===== src/rtl/mc_control_fsm_if.sv =====
// Control bundle between the multi-cycle FSM (master) and the datapath (slave).
interface mc_control_fsm_if;
  logic [6:0] opcode;
  logic [2:0] funct3;
  logic       funct7_5;
  logic       alu_bcond;
  logic       mem_ready;
  logic [3:0] alu_op;
  logic       alu_src_a;
  logic [1:0] alu_src_b;
  logic       alu_out_write;
  logic       pc_write;
  logic       pc_source;
  logic       i_or_d;
  logic       mem_read;
  logic       mem_write;
  logic       ir_write;
  logic       reg_write;
  logic [1:0] wb_sel;
  logic       is_halted;
  logic       illegal_instr;

  modport master (
    input  opcode, funct3, funct7_5, alu_bcond, mem_ready,
    output alu_op, alu_src_a, alu_src_b, alu_out_write, pc_write, pc_source,
           i_or_d, mem_read, mem_write, ir_write, reg_write, wb_sel,
           is_halted, illegal_instr
  );

  modport slave (
    output opcode, funct3, funct7_5, alu_bcond, mem_ready,
    input  alu_op, alu_src_a, alu_src_b, alu_out_write, pc_write, pc_source,
           i_or_d, mem_read, mem_write, ir_write, reg_write, wb_sel,
           is_halted, illegal_instr
  );
endinterface


===== src/rtl/mc_control_fsm.sv =====
// Multi-cycle RV32I control FSM: one state per cycle, registered controls, IF/MEM stall while mem_ready=0.
// Define MC_CTRL_ILLEGAL_TRAP_EN to halt on illegal instructions; otherwise they retire as NOPs.
module mc_control_fsm (
  input  logic             clk,
  input  logic             reset,
  mc_control_fsm_if.master bus
);
  typedef enum logic [2:0] {
    S_IF, S_ID, S_EX, S_MEM, S_WB, S_PC4, S_JR, S_HALT
  } state_t;

  localparam logic [6:0] OP_R      = 7'b0110011;
  localparam logic [6:0] OP_I      = 7'b0010011;
  localparam logic [6:0] OP_LOAD   = 7'b0000011;
  localparam logic [6:0] OP_STORE  = 7'b0100011;
  localparam logic [6:0] OP_BRANCH = 7'b1100011;
  localparam logic [6:0] OP_JAL    = 7'b1101111;
  localparam logic [6:0] OP_JALR   = 7'b1100111;
  localparam logic [6:0] OP_SYSTEM = 7'b1110011;

  localparam logic [3:0] ALU_ADD = 4'b0000;
  localparam logic [3:0] ALU_SUB = 4'b0001;
  localparam logic [3:0] ALU_AND = 4'b0100;
  localparam logic [3:0] ALU_OR  = 4'b0101;
  localparam logic [3:0] ALU_XOR = 4'b1000;
  localparam logic [3:0] ALU_SLL = 4'b1010;
  localparam logic [3:0] ALU_SRL = 4'b1011;

  localparam logic [3:0] BR_EQ = 4'b0000;
  localparam logic [3:0] BR_NE = 4'b1010;
  localparam logic [3:0] BR_LT = 4'b1000;
  localparam logic [3:0] BR_GE = 4'b1011;

`ifdef MC_CTRL_ILLEGAL_TRAP_EN
  localparam state_t ILLEGAL_NEXT = S_HALT;
`else
  localparam state_t ILLEGAL_NEXT = S_PC4;
`endif

  // br_en marks the branch EX cycle; pc_write/pc_source there follow alu_bcond live.
  typedef struct packed {
    logic [3:0] alu_op;
    logic       alu_src_a;
    logic [1:0] alu_src_b;
    logic       alu_out_write;
    logic       pc_write;
    logic       pc_source;
    logic       i_or_d;
    logic       mem_read;
    logic       mem_write;
    logic       ir_write;
    logic       reg_write;
    logic [1:0] wb_sel;
    logic       br_en;
  } ctrl_t;

  localparam ctrl_t CTRL_IF = '{mem_read: 1'b1, ir_write: 1'b1, default: '0};

  state_t     state;
  state_t     state_nxt;
  ctrl_t      ctrl_q;
  ctrl_t      ctrl_nxt;
  logic       halted_q;
  logic [3:0] arith_op;
  logic       arith_ok;
  logic [3:0] br_op;
  logic       br_ok;
  logic       legal;
`ifdef MC_CTRL_ILLEGAL_TRAP_EN
  logic       illegal_q;
`endif

  always_comb begin
    arith_op = ALU_ADD;
    arith_ok = 1'b1;
    case (bus.funct3)
      3'b000:  arith_op = (bus.opcode == OP_R && bus.funct7_5) ? ALU_SUB : ALU_ADD;
      3'b001:  begin arith_op = ALU_SLL; arith_ok = !bus.funct7_5; end
      3'b100:  arith_op = ALU_XOR;
      3'b101:  begin arith_op = ALU_SRL; arith_ok = !bus.funct7_5; end
      3'b110:  arith_op = ALU_OR;
      3'b111:  arith_op = ALU_AND;
      default: arith_ok = 1'b0;
    endcase

    br_op = BR_EQ;
    br_ok = 1'b1;
    case (bus.funct3)
      3'b000:  br_op = BR_EQ;
      3'b001:  br_op = BR_NE;
      3'b100:  br_op = BR_LT;
      3'b101:  br_op = BR_GE;
      default: br_ok = 1'b0;
    endcase

    // In I-type funct7_5 is an immediate bit, so only R-type rejects it outside SUB.
    legal = 1'b0;
    case (bus.opcode)
      OP_R:              legal = arith_ok && (!bus.funct7_5 || bus.funct3 == 3'b000);
      OP_I:              legal = arith_ok;
      OP_LOAD, OP_STORE: legal = (bus.funct3 == 3'b010);
      OP_BRANCH:         legal = br_ok;
      OP_JAL, OP_SYSTEM: legal = 1'b1;
      OP_JALR:           legal = (bus.funct3 == 3'b000);
      default:           legal = 1'b0;
    endcase
  end

  always_comb begin
    state_nxt = state;
    case (state)
      S_IF:  if (bus.mem_ready) state_nxt = S_ID;
      S_ID: begin
        if (bus.opcode == OP_SYSTEM) state_nxt = S_HALT;
        else if (!legal)             state_nxt = ILLEGAL_NEXT;
        else                         state_nxt = S_EX;
      end
      S_EX: begin
        case (bus.opcode)
          OP_R, OP_I:        state_nxt = S_WB;
          OP_LOAD, OP_STORE: state_nxt = S_MEM;
          OP_BRANCH:         state_nxt = bus.alu_bcond ? S_IF : S_PC4;
          OP_JAL:            state_nxt = S_IF;
          OP_JALR:           state_nxt = S_JR;
          default:           state_nxt = S_PC4;
        endcase
      end
      S_MEM: if (bus.mem_ready) state_nxt = (bus.opcode == OP_LOAD) ? S_WB : S_PC4;
      S_WB:   state_nxt = S_PC4;
      S_PC4:  state_nxt = S_IF;
      S_JR:   state_nxt = S_IF;
      S_HALT: state_nxt = S_HALT;
      default: state_nxt = S_IF;
    endcase
  end

  // Controls for the state being entered, so they are registered yet valid on arrival.
  always_comb begin
    ctrl_nxt = '0;
    case (state_nxt)
      S_IF: ctrl_nxt = CTRL_IF;
      S_ID: begin
        ctrl_nxt.alu_src_b     = 2'd2;
        ctrl_nxt.alu_out_write = 1'b1;
      end
      S_EX: begin
        case (bus.opcode)
          OP_R, OP_I: begin
            ctrl_nxt.alu_op        = arith_op;
            ctrl_nxt.alu_src_a     = 1'b1;
            ctrl_nxt.alu_src_b     = (bus.opcode == OP_I) ? 2'd2 : 2'd0;
            ctrl_nxt.alu_out_write = 1'b1;
          end
          OP_LOAD, OP_STORE, OP_JALR: begin
            ctrl_nxt.alu_src_a     = 1'b1;
            ctrl_nxt.alu_src_b     = 2'd2;
            ctrl_nxt.alu_out_write = 1'b1;
          end
          OP_BRANCH: begin
            ctrl_nxt.alu_op    = br_op;
            ctrl_nxt.alu_src_a = 1'b1;
            ctrl_nxt.br_en     = 1'b1;
          end
          OP_JAL: begin
            ctrl_nxt.alu_src_b = 2'd1;
            ctrl_nxt.reg_write = 1'b1;
            ctrl_nxt.wb_sel    = 2'd2;
            ctrl_nxt.pc_write  = 1'b1;
            ctrl_nxt.pc_source = 1'b1;
          end
          default: ctrl_nxt = '0;
        endcase
      end
      S_MEM: begin
        ctrl_nxt.i_or_d    = 1'b1;
        ctrl_nxt.mem_read  = (bus.opcode == OP_LOAD);
        ctrl_nxt.mem_write = (bus.opcode == OP_STORE);
      end
      S_WB: begin
        ctrl_nxt.reg_write = 1'b1;
        ctrl_nxt.wb_sel    = (bus.opcode == OP_LOAD) ? 2'd1 : 2'd0;
      end
      S_PC4: begin
        ctrl_nxt.alu_src_b = 2'd1;
        ctrl_nxt.pc_write  = 1'b1;
      end
      S_JR: begin
        ctrl_nxt.alu_src_b = 2'd1;
        ctrl_nxt.reg_write = 1'b1;
        ctrl_nxt.wb_sel    = 2'd2;
        ctrl_nxt.pc_write  = 1'b1;
        ctrl_nxt.pc_source = 1'b1;
      end
      default: ctrl_nxt = '0;
    endcase
  end

  always_ff @(posedge clk) begin
    if (reset) begin
      state    <= S_IF;
      ctrl_q   <= CTRL_IF;
      halted_q <= 1'b0;
`ifdef MC_CTRL_ILLEGAL_TRAP_EN
      illegal_q <= 1'b0;
`endif
    end else begin
      state    <= state_nxt;
      ctrl_q   <= ctrl_nxt;
      halted_q <= (state_nxt == S_HALT);
`ifdef MC_CTRL_ILLEGAL_TRAP_EN
      illegal_q <= illegal_q | (state == S_ID && !legal);
`endif
    end
  end

  // Write enables are masked during reset so an aborted instruction never commits.
  assign bus.alu_op        = ctrl_q.alu_op;
  assign bus.alu_src_a     = ctrl_q.alu_src_a;
  assign bus.alu_src_b     = ctrl_q.alu_src_b;
  assign bus.alu_out_write = ctrl_q.alu_out_write & ~reset;
  assign bus.pc_write      = (ctrl_q.pc_write | (ctrl_q.br_en & bus.alu_bcond)) & ~reset;
  assign bus.pc_source     = ctrl_q.pc_source | (ctrl_q.br_en & bus.alu_bcond);
  assign bus.i_or_d        = ctrl_q.i_or_d;
  assign bus.mem_read      = ctrl_q.mem_read;
  assign bus.mem_write     = ctrl_q.mem_write & ~reset;
  assign bus.ir_write      = ctrl_q.ir_write & ~reset;
  assign bus.reg_write     = ctrl_q.reg_write & ~reset;
  assign bus.wb_sel        = ctrl_q.wb_sel;
  assign bus.is_halted     = halted_q;
`ifdef MC_CTRL_ILLEGAL_TRAP_EN
  assign bus.illegal_instr = illegal_q;
`else
  assign bus.illegal_instr = 1'b0;
`endif
endmodule


===== src/flat_wrapper.sv =====
// flat-port wrapper written by rule: the top's interface ports become plain ports
module mc_control_fsm_flat 
  (clk, reset, bus_opcode, bus_funct3, bus_funct7_5, bus_alu_bcond, bus_mem_ready, bus_alu_op, bus_alu_src_a, bus_alu_src_b, bus_alu_out_write, bus_pc_write, bus_pc_source, bus_i_or_d, bus_mem_read, bus_mem_write, bus_ir_write, bus_reg_write, bus_wb_sel, bus_is_halted, bus_illegal_instr);
  mc_control_fsm_if bus_i ();
  input  logic clk;
  input  logic reset;
  input wire logic [$bits(bus_i.opcode)-1:0] bus_opcode;
  input wire logic [$bits(bus_i.funct3)-1:0] bus_funct3;
  input wire logic [$bits(bus_i.funct7_5)-1:0] bus_funct7_5;
  input wire logic [$bits(bus_i.alu_bcond)-1:0] bus_alu_bcond;
  input wire logic [$bits(bus_i.mem_ready)-1:0] bus_mem_ready;
  output wire logic [$bits(bus_i.alu_op)-1:0] bus_alu_op;
  output wire logic [$bits(bus_i.alu_src_a)-1:0] bus_alu_src_a;
  output wire logic [$bits(bus_i.alu_src_b)-1:0] bus_alu_src_b;
  output wire logic [$bits(bus_i.alu_out_write)-1:0] bus_alu_out_write;
  output wire logic [$bits(bus_i.pc_write)-1:0] bus_pc_write;
  output wire logic [$bits(bus_i.pc_source)-1:0] bus_pc_source;
  output wire logic [$bits(bus_i.i_or_d)-1:0] bus_i_or_d;
  output wire logic [$bits(bus_i.mem_read)-1:0] bus_mem_read;
  output wire logic [$bits(bus_i.mem_write)-1:0] bus_mem_write;
  output wire logic [$bits(bus_i.ir_write)-1:0] bus_ir_write;
  output wire logic [$bits(bus_i.reg_write)-1:0] bus_reg_write;
  output wire logic [$bits(bus_i.wb_sel)-1:0] bus_wb_sel;
  output wire logic [$bits(bus_i.is_halted)-1:0] bus_is_halted;
  output wire logic [$bits(bus_i.illegal_instr)-1:0] bus_illegal_instr;
  assign bus_i.opcode = bus_opcode;
  assign bus_i.funct3 = bus_funct3;
  assign bus_i.funct7_5 = bus_funct7_5;
  assign bus_i.alu_bcond = bus_alu_bcond;
  assign bus_i.mem_ready = bus_mem_ready;
  assign bus_alu_op = bus_i.alu_op;
  assign bus_alu_src_a = bus_i.alu_src_a;
  assign bus_alu_src_b = bus_i.alu_src_b;
  assign bus_alu_out_write = bus_i.alu_out_write;
  assign bus_pc_write = bus_i.pc_write;
  assign bus_pc_source = bus_i.pc_source;
  assign bus_i_or_d = bus_i.i_or_d;
  assign bus_mem_read = bus_i.mem_read;
  assign bus_mem_write = bus_i.mem_write;
  assign bus_ir_write = bus_i.ir_write;
  assign bus_reg_write = bus_i.reg_write;
  assign bus_wb_sel = bus_i.wb_sel;
  assign bus_is_halted = bus_i.is_halted;
  assign bus_illegal_instr = bus_i.illegal_instr;
  mc_control_fsm u_core (.clk(clk), .reset(reset), .bus(bus_i));
endmodule

===== config.mk =====
export PLATFORM = sky130hd
export DESIGN_NAME = mc_control_fsm_flat
export DESIGN_NICKNAME = d
export VERILOG_FILES = /design/src/rtl/mc_control_fsm_if.sv /design/src/rtl/mc_control_fsm.sv /design/src/flat_wrapper.sv
export SDC_FILE = /design/constraint.sdc
export NUM_CORES = 1
export LEC_CHECK = 0
export CORE_UTILIZATION = 30
export DETAILED_ROUTE_END_ITERATION = 10
export DONT_BUFFER_PORTS = 1
export GPL_ROUTABILITY_DRIVEN = 0
export GPL_TIMING_DRIVEN = 0
export SKIP_CTS_REPAIR_TIMING = 1
export SLEW_MARGIN = 20
export SYNTH_ARGS = -nofsm -noshare
export SYNTH_HDL_FRONTEND = slang
export SYNTH_SLANG_ARGS = --single-unit

===== constraint.sdc =====
create_clock -name clk -period 3.2 [get_ports clk]
set_input_delay 0.64 -clock clk [delete_from_list [all_inputs] [get_ports clk]]
set_output_delay 0.64 -clock clk [all_outputs]
set_load 0.02 [all_outputs]

[Yosys cells after proc, flatten, opt, wreduce, memory -nomap -nowiden]
Cells that the tools add are included.
Cells by class
  equality and inequality tests: 28
  muxes and demuxes: 30
  bitwise logic cells: 10
  reduce and logical (&&, ||, !) cells: 19
Operators by type and width (count)
  3-bit equality test, second input constant: 12
  7-bit equality test, second input constant: 4
  4-bit case mux with 6 select lines: 1
  3-bit case mux with 7 select lines: 1
  3-bit 2-to-1 mux: 6
  3-bit by 2-bit equality test with 1-bit output, second input constant: 5
  3-bit case mux with 5 select lines: 1
  7-bit by 6-bit equality test with 1-bit output, second input constant: 2
  2-bit OR reduction: 7
  2-bit case mux with 3 select lines: 2
  4-bit case mux with 3 select lines: 1
  3-bit by 1-bit equality test with 1-bit output, second input constant: 3
  3-bit logical NOT: 3
  3-bit case mux with 3 select lines: 1
  1-bit 2-to-1 mux: 8
  1-bit case mux with 2 select lines: 4
  4-bit case mux with 2 select lines: 1
  4-bit OR reduction: 2
  7-bit by 2-bit equality test with 1-bit output, second input constant: 1
  7-bit by 5-bit equality test with 1-bit output, second input constant: 1
  1-bit AND: 6
  1-bit case mux with 6 select lines: 1
  3-bit case mux with 2 select lines: 1
  6-bit OR reduction: 1
  other kinds (8): 12
Storage, ports and cells
  bits in registers: 22
  output and inout port bits: 19
  logic and storage cells: 102

[Depth between registers and ports, before layout]
  word-level depth: 11
  depth in mapped cells: 9
  depth with buffers taken out: 7

[Least setup slack after synthesis]
OpenSTA, ideal clock, no wires.
  path type: input to register
  from: in bus_opcode[3]
  to: reg u_core.ctrl_q (netlist bit u_core.bus.alu_op[3])
  setup time: 0.072 ns
  data arrival time: 2.529 ns
  setup slack: 0.598 ns
  stages on the path: 8
  buffers on the path: 1
  path through: and4bb_2 a41oi_1 a311o_1 a211o_1 o21ba_4 or4_4 buf_6 nor3b_2
On the way
  longest elaborated chain between the ends: 9
Ends and longest elaborated chain
  start, declared: line flat_wrapper.sv:7  | input wire logic [$bits(bus_i.opcode)-1:0] bus_opcode;
  7-bit equality test (tied with other cells): line mc_control_fsm.sv:98, mc_control_fsm.sv:119
  2-bit OR reduction, on equally long branches: line mc_control_fsm.sv:98, mc_control_fsm.sv:119
  1-bit case mux with 6 select lines: line mc_control_fsm.sv:98  | case (bus.opcode)
  3-bit 2-to-1 mux: line mc_control_fsm.sv:115  | else if (!legal) state_nxt = ILLEGAL_NEXT;
  3-bit 2-to-1 mux: line mc_control_fsm.sv:114  | if (bus.opcode == OP_SYSTEM) state_nxt = S_HALT;
  3-bit case mux with 7 select lines: line mc_control_fsm.sv:111  | case (state)
  3-bit by 2-bit equality test with 1-bit output: line mc_control_fsm.sv:140  | case (state_nxt)
  1-bit NOT (no source line)
  2-bit OR reduction (no source line)
  end signal, assigned: line mc_control_fsm.sv:208  | ctrl_q <= ctrl_nxt;
  end, declared: line mc_control_fsm.sv:61  | ctrl_t ctrl_q;
Several ways; a longest one is shown, not always the timed one.
A chain may end at the register's enable or synchronous reset.

[Worst setup path in the final report]
Ends and elaborated chain as after synthesis.

==> reports/metrics.yaml <==
status: "completed"
timing.clock.skew_ns: 0.00587
ys_seq_area_frac: 0.363
ys_ff_latch: 22
period_needed_ns: 2.63
critPathKind: "in2reg"
die_x_um: 65.6
syn-num-nets: 159
startpoint_type: "primary input"
synthAdderAreaFrac: 0
leakage_nw: 0.499
synth_flop_cell: "dfxtp_1"
syn_avg_cell_area_sq_um: 8.43
worst_pin_slew_ns: 0.813
synth_area_leader_cell: "dfxtp_1"
hold_viol: 0
diodes: 0
synthXorXnorAreaFrac: 0.00722
synth_edf_count: 0
cts_tree: "yes"
synth_top_family_by_area: "simple AND/OR/NAND/NOR gates"
core_area_sq_um: 3770
max_slew_margin: 0.458
grt_max_degree: 13
synthTopCellsByArea: "dfxtp_1, buf_4, nand2_1"
drive_above_1_share: 0.182
end_kind: "flop"
cellPowerDensity_nw_per_um2: 514
via_count: 1044
htree_levels: 1
hp-class: "in2reg"
synth_cell_type_count: 52
finalCritPeriodShare: 0.820
rows: 22
worstPathArrival_ns: 2.81
cts.clk_slew.worst_paths_ns: 0.08
synth_compound_area_frac: 0.207
clockBufferDepth: 2
numClockSinks: 22
routed_via_density: 5.33
synthesis.area_sq_um: 1210
async_flop_share: 0
r2r_setup_slack_ns: 0.77
netlist_instances: 144
wl_per_cell_um: 14.0
muxShareOfSynthArea: 0.00825
cts-buffers-inserted: 3
yosys-top-cells-count: "dfxtp_1, nand2_1, nor2_1"
fmax_ghz: 0.381
initial_core_util: 0.322
synth_most_common_cell: "dfxtp_1"
utilization: 0.352
maxCapViolations: 0
synthDominantCellAreaShare: 0.363
ys_warn_count: 0
grt_pass1_vias: 992
ir_drop_v: 0.000185
required_ns: 3.39
areaGrowthSynthToFinish_pct: 9.48
gr-total-overflow: 0
clkLatencyLatePin_ns: 0.26
dp_hpwl_um: 2120
grt_pass1_wl_um: 4470
setup-violations-final: 0
antenna_found_initial: 0
slew_violations: 0
critical_path_peak_fanout: 7
clockRootBuffer: "clkbuf_8"
fp.dieArea_sq_um: 4300
rsz0062_at_grt: "no"
ios: 34
drt_iter0_markers: 22
synth-simple-area-share: 0.323
fin_tns_setup_ns: 0
wirelength_um: 2750
fp.dieH_um: 65.6
grt_use_total: 0.135
layout.nets: 164
postRouteAntennaNets: 0
portBuffers: 0
post-route-drc-count: 0
dr.pass1.iters: 4
## state kept, by name (all words and copies together), names as in the netlist
name,flops
u_core.bus.mem_read,1
u_core.bus.alu_op,4
u_core.bus.wb_sel,2
u_core.bus.alu_src_b,2
u_core.state,3
u_core.bus.i_or_d,1
u_core.ctrl_q,7
u_core.bus.alu_src_a,1
u_core.bus.is_halted,1
## cells by family (layout without fill, tap and decap cells)
kind of cell    Yosys count  in the layout
compound gates           33             33
xor+xnor                  1              1
buf+inv                  17             21
simple gates             69             69
other cells               1              1
mux                       1              1
flops                    22             22
## path summary, 6_finish.rpt
check / to / cells past startpoint / startpoint
min reg2reg: u_core.bus.wb_sel[1] / 4 / u_core.state[1]
min: u_core.bus.wb_sel[0] / 1 / bus_opcode[5]
max: u_core.bus.alu_op[3] / 8 / bus_opcode[3]
max reg2reg: u_core.bus.alu_op[3] / 9 / u_core.state[0]
## critical path, cell delays in order
cell      delay, ns
and4bb_2       0.27
nand2_1        0.22
a21oi_1        0.12
a211oi_1       0.46
nand2_1        0.25
or4_4          0.56
buf_6          0.15
nor3b_2        0.14
## layout by cell type (no fill, tap or decap), drive strengths merged, types with 3 or more instances in the layout
cell type and n:
dfxtp 22, nand2 15, nor2 14, buf 12, a21oi 9, clkbuf 7
nor2b 6, nor3 6, nand2b 4, nand3 4, nor3b 4, and2 3
## metrics by stage
stage               hold WS, ns  std cells  instance area [sq um]  power (mW)  setup slack (ns)
global placement          0.729        192                   1270       0.490             0.437
detailed placement        0.731        192                   1270       0.493             0.388
global route              0.444        196                   1330       0.721             0.464
floorplan                 0.718        144                   1210       0.462             0.598
CTS                       0.450        196                   1330       0.688             0.614
finish                    0.455        196                   1330       0.683             0.574
## power breakdown
group / switching, mW / internal (mW)
clock: 0.0817 / 0.109
sequential: 0.0131 / 0.295
combinational: 0.111 / 0.0730
## metal layers
metal / share of wire / GRT usage / routed length [um]
met5: 0 / 0 / 0
met4: 0.025 / 0.0679 / 70
met3: 0.087 / 0.0469 / 239
met2: 0.46 / 0.216 / 1280
met1: 0.42 / 0.158 / 1170
## final cells by class
class                   instances  area, sq um
inverters                       2         7.51
plain buffers                  15          100
clock buffers                   4         55.1
well taps                      48         60.1
flip-flops and latches         22          440
fillers                       394         2440
multi-input cells             105          666
(Power assumes the default switching activity.)
